### src/rtl/mips_mdu.sv
// MIPS multiply/divide unit: iterative shift-add multiply and restoring divide
// over WIDTH cycles, with HI/LO result registers and MTHI/MTLO moves.
module mips_mdu #(
    parameter int unsigned WIDTH = 32
) (
    input  logic             clk,
    input  logic             reset,
    input  logic             start,
    input  logic [2:0]       op,
    input  logic [WIDTH-1:0] a,
    input  logic [WIDTH-1:0] b,
    output logic             busy,
    output logic             done,
    output logic [WIDTH-1:0] hi,
    output logic [WIDTH-1:0] lo
);

    localparam int unsigned CNT_W = $clog2(WIDTH + 1);
    localparam logic [WIDTH-1:0] MOST_NEG = {1'b1, {(WIDTH-1){1'b0}}};

    typedef enum logic [1:0] {
        ST_IDLE,
        ST_RUN,
        ST_FIN
    } state_e;

    typedef enum logic [2:0] {
        OP_MULT  = 3'd0,
        OP_MULTU = 3'd1,
        OP_DIV   = 3'd2,
        OP_DIVU  = 3'd3,
        OP_MTHI  = 3'd4,
        OP_MTLO  = 3'd5,
        OP_RSV6  = 3'd6,
        OP_RSV7  = 3'd7
    } op_e;

    state_e           state_q, state_d;
    logic [CNT_W-1:0] cnt_q, cnt_d;
    op_e              op_q, op_d;
    logic [WIDTH-1:0] a_q, a_d;
    logic [WIDTH-1:0] b_q, b_d;
    logic [WIDTH-1:0] mcand_q, mcand_d;
    logic [WIDTH-1:0] acc_q, acc_d;
    logic [WIDTH-1:0] mq_q, mq_d;
    logic [WIDTH-1:0] hi_q, hi_d;
    logic [WIDTH-1:0] lo_q, lo_d;

    op_e              op_in;
    logic             in_signed;
    logic [WIDTH-1:0] a_mag;
    logic [WIDTH-1:0] b_mag;

    logic             is_mul;
    logic [WIDTH-1:0] mul_addend;
    logic [WIDTH:0]   mul_sum;
    logic [WIDTH:0]   div_diff;
    logic [WIDTH-1:0] step_acc;
    logic [WIDTH-1:0] step_mq;
    logic [2*WIDTH-1:0] product;
    logic [2*WIDTH-1:0] product_fix;
    logic             mul_neg;
    logic             quo_neg;
    logic             rem_neg;
    logic [WIDTH-1:0] res_hi;
    logic [WIDTH-1:0] res_lo;

    // Operands are reduced to magnitudes at acceptance; signs are restored from a_q/b_q at the end.
    always_comb begin
        op_in     = op_e'(op);
        in_signed = (op_in == OP_MULT) || (op_in == OP_DIV);
        a_mag     = (in_signed && a[WIDTH-1]) ? -a : a;
        b_mag     = (in_signed && b[WIDTH-1]) ? -b : b;
    end

    always_comb begin
        is_mul     = (op_q == OP_MULT) || (op_q == OP_MULTU);
        mul_addend = mq_q[0] ? mcand_q : '0;
        mul_sum    = {1'b0, acc_q} + {1'b0, mul_addend};
        div_diff   = {acc_q, mq_q[WIDTH-1]} - {1'b0, mcand_q};
        step_acc   = acc_q;
        step_mq    = mq_q;

        if (is_mul) begin
            step_acc = mul_sum[WIDTH:1];
            step_mq  = {mul_sum[0], mq_q[WIDTH-1:1]};
        end else if (!div_diff[WIDTH]) begin
            step_acc = div_diff[WIDTH-1:0];
            step_mq  = {mq_q[WIDTH-2:0], 1'b1};
        end else begin
            step_acc = {acc_q[WIDTH-2:0], mq_q[WIDTH-1]};
            step_mq  = {mq_q[WIDTH-2:0], 1'b0};
        end

        product     = {step_acc, step_mq};
        mul_neg     = (op_q == OP_MULT) && (a_q[WIDTH-1] ^ b_q[WIDTH-1]);
        product_fix = mul_neg ? -product : product;
        quo_neg     = (op_q == OP_DIV) && (a_q[WIDTH-1] ^ b_q[WIDTH-1]);
        rem_neg     = (op_q == OP_DIV) && a_q[WIDTH-1];

        if (is_mul) begin
            res_hi = product_fix[2*WIDTH-1:WIDTH];
            res_lo = product_fix[WIDTH-1:0];
        end else if (b_q == '0) begin
            res_hi = a_q;
            res_lo = '1;
        end else if ((op_q == OP_DIV) && (a_q == MOST_NEG) && (b_q == '1)) begin
            res_hi = '0;
            res_lo = a_q;
        end else begin
            res_hi = rem_neg ? -step_acc : step_acc;
            res_lo = quo_neg ? -step_mq : step_mq;
        end
    end

    always_comb begin
        state_d = state_q;
        cnt_d   = cnt_q;
        op_d    = op_q;
        a_d     = a_q;
        b_d     = b_q;
        mcand_d = mcand_q;
        acc_d   = acc_q;
        mq_d    = mq_q;
        hi_d    = hi_q;
        lo_d    = lo_q;

        case (state_q)
            ST_IDLE: begin
                if (start) begin
                    case (op_in)
                        OP_MULT, OP_MULTU, OP_DIV, OP_DIVU: begin
                            op_d    = op_in;
                            a_d     = a;
                            b_d     = b;
                            acc_d   = '0;
                            cnt_d   = CNT_W'(WIDTH);
                            state_d = ST_RUN;
                            if ((op_in == OP_MULT) || (op_in == OP_MULTU)) begin
                                mcand_d = a_mag;
                                mq_d    = b_mag;
                            end else begin
                                mcand_d = b_mag;
                                mq_d    = a_mag;
                            end
                        end
                        OP_MTHI: hi_d = a;
                        OP_MTLO: lo_d = a;
                        default: ;
                    endcase
                end
            end
            ST_RUN: begin
                acc_d = step_acc;
                mq_d  = step_mq;
                cnt_d = cnt_q - CNT_W'(1);
                if (cnt_q == CNT_W'(1)) begin
                    hi_d    = res_hi;
                    lo_d    = res_lo;
                    state_d = ST_FIN;
                end
            end
            ST_FIN: begin
                state_d = ST_IDLE;
            end
            default: begin
                state_d = ST_IDLE;
            end
        endcase
    end

    always_ff @(posedge clk) begin
        if (reset) begin
            state_q <= ST_IDLE;
            cnt_q   <= '0;
            op_q    <= OP_MULT;
            a_q     <= '0;
            b_q     <= '0;
            mcand_q <= '0;
            acc_q   <= '0;
            mq_q    <= '0;
            hi_q    <= '0;
            lo_q    <= '0;
        end else begin
            state_q <= state_d;
            cnt_q   <= cnt_d;
            op_q    <= op_d;
            a_q     <= a_d;
            b_q     <= b_d;
            mcand_q <= mcand_d;
            acc_q   <= acc_d;
            mq_q    <= mq_d;
            hi_q    <= hi_d;
            lo_q    <= lo_d;
        end
    end

    assign busy = (state_q != ST_IDLE);
    assign done = (state_q == ST_FIN);
    assign hi   = hi_q;
    assign lo   = lo_q;

endmodule

### config.mk
export PLATFORM = sky130hd
export DESIGN_NAME = mips_mdu
export DESIGN_NICKNAME = d
export VERILOG_FILES = /design/src/rtl/mips_mdu.sv
export SDC_FILE = /design/constraint.sdc
export NUM_CORES = 1
export LEC_CHECK = 0
export CORE_MARGIN = 5
export CORE_UTILIZATION = 40
export DETAILED_ROUTE_END_ITERATION = 10
export PLACE_DENSITY = 0.61
export REMOVE_ABC_BUFFERS = 1
export SYNTH_ARGS = -nofsm -noshare
export SYNTH_HDL_FRONTEND = slang
export SYNTH_SLANG_ARGS = --single-unit
### constraint.sdc
create_clock -name clk -period 5.9 [get_ports clk]
set_input_delay 1.18 -clock clk [delete_from_list [all_inputs] [get_ports clk]]
set_output_delay 1.18 -clock clk [all_outputs]
set_load 0.02 [all_outputs]
# After elaboration in Yosys (flattened, before gate mapping)
# Cells that the tools add are included.
# word_totals
in_bits	70
mem_bits_rw	0
output_inout_bits	66
register_bits	235
romBits	0
mem_count	0
latchBits	0
# op_classes
bitwise	1
n_mul	0
n_eq_ne	17
muxes	39
add_sub_neg	8
n_div	0
n_lt_le_gt_ge	0
n_reduce_logical	22
shifts	0
# ops
operator	n
2-to-1 mux 32 bit	26
one-hot mux 32 bit (2 select lines)	4
negator 32 bit	4
equality test 32 bit, second input constant	2
2-to-1 mux 64 bit	1
negator 64 bit	1
adder 32 x 32 -> 33 bit	1
subtractor 33 x 32 -> 33 bit	1
zero test 32 bit	1
2-to-1 mux 6 bit	2
one-hot mux 6 bit (2 select lines)	1
equality test 3 x 2 -> 1 bit, second input constant	3
AND reduction 3 bit	3
AND reduction 4 bit	2
logical AND 1 bit	7
equality test 3 x 1 -> 1 bit, second input constant	2
equality test 3 bit, second input constant	2
equality test 6 x 1 -> 1 bit, second input constant	1
zero test 3 bit	2
2-to-1 mux 2 bit	3
inequality test 2 x 1 -> 1 bit, second input constant	3
subtractor 6 x 1 -> 6 bit, second input constant	1
inequality test 2 bit, second input constant	2
one-hot mux 2 bit (2 select lines)	1
other kinds (8)	11

# Longest topological paths before layout
# depth
ltp_word	10
ltp_mapped	24

# Worst setup path before layout
# Ideal clock, no wire load.
# synth_timing
path_kind	register to register
startpoint	reg op_q[2]
endpoint	reg hi_q[20] (netlist: hi[20])
path_stages_with_launch	18
t_arrival_ps	5052
period_less_slack_ps	5166
required_ps	5786
slack_ps	734
path_cell_list	dfxtp_1 nor2_1 clkbuf_1 clkbuf_1 clkbuf_1 buf_1 clkbuf_1 buf_2 mux2i_1 ha_1 nand2_1 nor4_1 nand3b_1 nor3_1 a31oi_1 xor2_1 o22ai_1 a2111oi_0
# synth_between
elab_chain_len	10
elab_cells_between_ends	19
classes_between	add/sub: 2; eq/ne: 2; mux: 9; reduce/logical: 6
# synth_rtl
item	line_no	source
start: declaration	40	op_e op_q, op_d;
start signal: assignment	187	op_q <= op_d;
equality test 3 x 1 -> 1 bit or zero test 3 bit (tied branches)	77, 96	
logical OR 1 bit	77	is_mul = (op_q == OP_MULT) || (op_q == OP_MULTU);
2-to-1 mux 32 bit	84	if (is_mul) begin
negator 32 bit	111	res_hi = rem_neg ? -step_acc : step_acc;
2-to-1 mux 32 bit	111	
2-to-1 mux 32 bit	107	end else if ((op_q == OP_DIV) && (a_q == MOST_NEG) && (b_q == '1)) begin
2-to-1 mux 32 bit	104	end else if (b_q == '0) begin
2-to-1 mux 32 bit (*)	101	if (is_mul) begin
2-to-1 mux 32 bit (*)	157	if (cnt_q == CNT_W'(1)) begin
one-hot mux 32 bit (2 select lines) (*)	128	case (state_q)
end signal: assignment	193	hi_q <= hi_d;
end: declaration	46	logic [WIDTH-1:0] hi_q, hi_d;
# Every way passes the cells marked *; elsewhere a longest branch is shown, timed or not. The select of a mux whose other input is x is not followed.
# A chain may end at the register's enable or synchronous reset.

# Final worst setup path
# layout_timing
startpoint	reg mq_q[31]
endpoint	reg hi_q[23] (netlist: hi[23])
# layout_between
elab_chain_len	10
elab_cells_between_ends	14
classes_between	add/sub: 3; mux: 11
# layout_rtl
item	line_no	source
start: declaration	45	logic [WIDTH-1:0] mq_q, mq_d;
start signal: assignment	192	mq_q <= mq_d;
subtractor 33 x 32 -> 33 bit	80	div_diff = {acc_q, mq_q[WIDTH-1]} - {1'b0, mcand_q};
2-to-1 mux 32 bit	87	end else if (!div_diff[WIDTH]) begin
2-to-1 mux 32 bit	84	
negator 32 bit	111	
2-to-1 mux 32 bit	111	
2-to-1 mux 32 bit	107	
2-to-1 mux 32 bit	104	
2-to-1 mux 32 bit (*)	101	
2-to-1 mux 32 bit (*)	157	
one-hot mux 32 bit (2 select lines) (*)	128	
# Marks and branches as above.

==> metrics.cfg <==
[run]
max_cap_viol_count=0

[clock_network]
cts_sinks=235
clk_pin_slew_ns=0.06
postCtsSetupRepairBufs=0
cts.path.max_buffers=3
htreeDepth=1
cts_buffers=31
cts_root_buf=clkbuf_16
clk-insertion-delay-late_ns=0.59
cts_tree=yes

[sta]
post-route-period-util_pct=97.56
fin_worst_skew_ns=0.01819
worstMarginPinSlew_ns=1.207
period_minus_slack_ns=5.756
clock.fmax_mhz=173.7
rsz0062_at_grt=no
setup_violations=0
drv_slew=0
hold_violations=0
slew_headroom_pct=19.48

[detailed_routing]
routed.top_layer=met4
wire_per_inst_um=24.93
first_pass_iters=6
wl_met1_um=37270
wl_um=88370
wl_met3_um=7833
ant_nets=0
vias=22290
drt_first_iter_violations=2484
viasPerCell=6.289
wl_met2_um=39180
drc=0

[logic_synthesis]
synth_cell_types=92
async_flop_share_pct=0
synth-seq-area-share_pct=23.86
syn_inst=2809
synth_top_cell_by_area=dfxtp_1
yosys_register_bits=235
synth_top_area_share_pct=23.86
synth_edf_count=0
yosysWarnings=0
syn_area_per_cell_sq_um=7.020
syn_area_sq_um=19720
ys.flop_type=dfxtp_1
yosys-top-cells-area=dfxtp_1, nand2_1, a21oi_1

[critical_path]
cp.arrival_ns=6.20
startpoint_type=flop
cp.required_ns=6.34
end_kind=flop
critPathMaxFanout=12
path_class=reg2reg

[placement]
hpwl_um=65980
port_buffers=135
place.gp.congestion=1.010
post-place-cells=3487

[floorplan]
initial_core_util_pct=40.37
fp-row-count=81
dieArea_sq_um=53840
design.core.area_sq_um=48850
dieWidth_um=232.0
dieHeight_um=232.0
io_pins=136

[worst_hold_path]
worstHoldPathType=reg2reg

[layout]
final-seq-area_sq_um=4705
syn2layout_area_growth_pct=16.01
layout.cells.non_filler=3544
final_common_cell=nand2_1
layout-drive-gt1-share_pct=7.014
nNetsFinal=2998
most-common-layout-cells=nand2_1, a21oi_1, nor2_1
final_util_pct=46.83
n_antenna_cell=0
multi_input_area_sq_um=14060
fillers=5065

[global_routing]
grt_use_total_pct=31.32
grt_pass1_vias=21060
grt_pass1_wl_um=131900
grt.overflow.total=0
antenna_found_initial=3
grt_max_degree=81

[power_and_ir_drop]
ir_drop_uv=237.7
leakage_nw=8.719
power_density_nw_per_um2=238.4

[run_status]
status=completed

## cell families after synthesis
family | after synthesis | synth area share [%]
muxes | 44 | 2.290
DFF | 235 | 23.86
and+or+nand+nor | 1062 | 24.84
adders and majority gates | 72 | 4.644
AOI/OAI and AO/OA | 934 | 30.51
buffers and inverters | 268 | 5.247
xor gates and xnor gates | 194 | 8.616
## power breakdown
part	internal [mW]	switching, mW	leakage [nW]
Combinational	0.587	1.12	6.30
Sequential	1.67	0.0953	1.91
Clock	1.17	0.804	0.507
## per-layer routing
metal	vias to the layer above	track usage (%)
met3	204	3.913
met4	0	12.80
met5	-	0
li1	10310	-
met2	1146	49.33
met1	10630	43.50
## repair_timing
item                       in CTS  in global routing
resized for setup               0                  1
hold buffers                    0                  0
setup endpoints to repair       0                  8
## metrics by stage
stage | setup TNS [ns] | power (mW) | hold slack [ns] | worst slack (ns) | area, sq um
CTS | 0 | 5.422 | 0.4588 | 0.08152 | 22870
finish | 0 | 5.454 | 0.4554 | 0.1439 | 22880
global placement | 0 | 3.445 | 0.4456 | 0.1448 | 21840
floorplan | -118.74 | 2.780 | 0.4342 | -2.677 | 18910
detailed placement | 0 | 3.455 | 0.4465 | 0.1250 | 21840
global route | 0 | 5.663 | 0.4838 | 0.01557 | 22880
## final timing paths
check,startpoint,end,slack [ns],cells past startpoint
setup / recovery,mq_q[31]$_SDFFE_PP0P_,hi[23]$_SDFFE_PP0P_,0.14,19
hold / removal,lo[24]$_SDFFE_PP0P_,lo[24]$_SDFFE_PP0P_,0.46,2
setup reg to reg,mq_q[31]$_SDFFE_PP0P_,hi[23]$_SDFFE_PP0P_,0.14,19
hold reg to reg,lo[24]$_SDFFE_PP0P_,lo[24]$_SDFFE_PP0P_,0.46,2
## layout make-up
| cell class | instances | share of cell area (%) |
|---|---|---|
| tap | 664 | 3.631 |
| timing repair buffer | 221 | 8.843 |
| clock buffer | 40 | 3.670 |
| sequential | 235 | 20.56 |
| multi-input combinational | 2306 | 61.45 |
| clock inverter | 17 | 0.8422 |
| inverter | 61 | 1.001 |
## Yosys cell counts (7+ instances only)
| master | n |
|---|---|
| nor2_1 | 255 |
| a311oi_1 | 13 |
| ha_1 | 70 |
| o22ai_1 | 7 |
| a211oi_1 | 64 |
| a222oi_1 | 8 |
| a22o_1 | 19 |
| nand4_1 | 34 |
| o41ai_1 | 9 |
| a2111oi_0 | 9 |
| a21oi_1 | 306 |
| nand2_1 | 426 |
| or4_1 | 9 |
| dfxtp_1 | 235 |
| a31oi_1 | 51 |
| mux2i_1 | 37 |
| xnor2_1 | 96 |
| o31ai_1 | 30 |
| nor4_1 | 41 |
| a211o_1 | 10 |
| or2_2 | 7 |
| o21ai_1 | 12 |
| o221ai_1 | 7 |
| o21a_1 | 10 |
| and3_1 | 25 |
| nor2b_1 | 12 |
| nor3b_1 | 8 |
| a221oi_1 | 43 |
| buf_1 | 24 |
| inv_1 | 61 |
| a21o_1 | 25 |
| clkbuf_1 | 166 |
| nor3_1 | 79 |
| a21oi_2 | 7 |
| buf_2 | 14 |
| and2_1 | 48 |
| o211ai_1 | 43 |
| xor2_1 | 98 |
| nand3_1 | 46 |
| o21ai_0 | 183 |
| o21bai_1 | 10 |
| nand2b_1 | 13 |
| or3_1 | 28 |
## registers in the layout, indices dropped and copies added, names as in the netlist, 6 cells and up
signal and count:
b_q 32, acc_q 32, mcand_q 32, lo 32, cnt_q 6, a_q 32
hi 32, mq_q 32
## critical path, cell delays in order, from the launching register on
cell      delay (ns)
dfxtp_1         0.39
inv_1           0.16
ha_1            0.27
inv_1           0.08
fa_1            0.44
a211oi_2        0.26
o211ai_2        0.14
nand2_2         0.14
a211oi_4        0.10
o21a_1          0.26
nor2_2          0.60
mux2i_2         0.27
buf_4           0.19
nand4b_1        0.43
nor3_1          0.65
buf_4           0.31
a31oi_1         0.12
xnor2_1         0.19
a211oi_1        0.47
o31ai_1         0.13
Note: power is estimated with default switching activity, not from simulation.
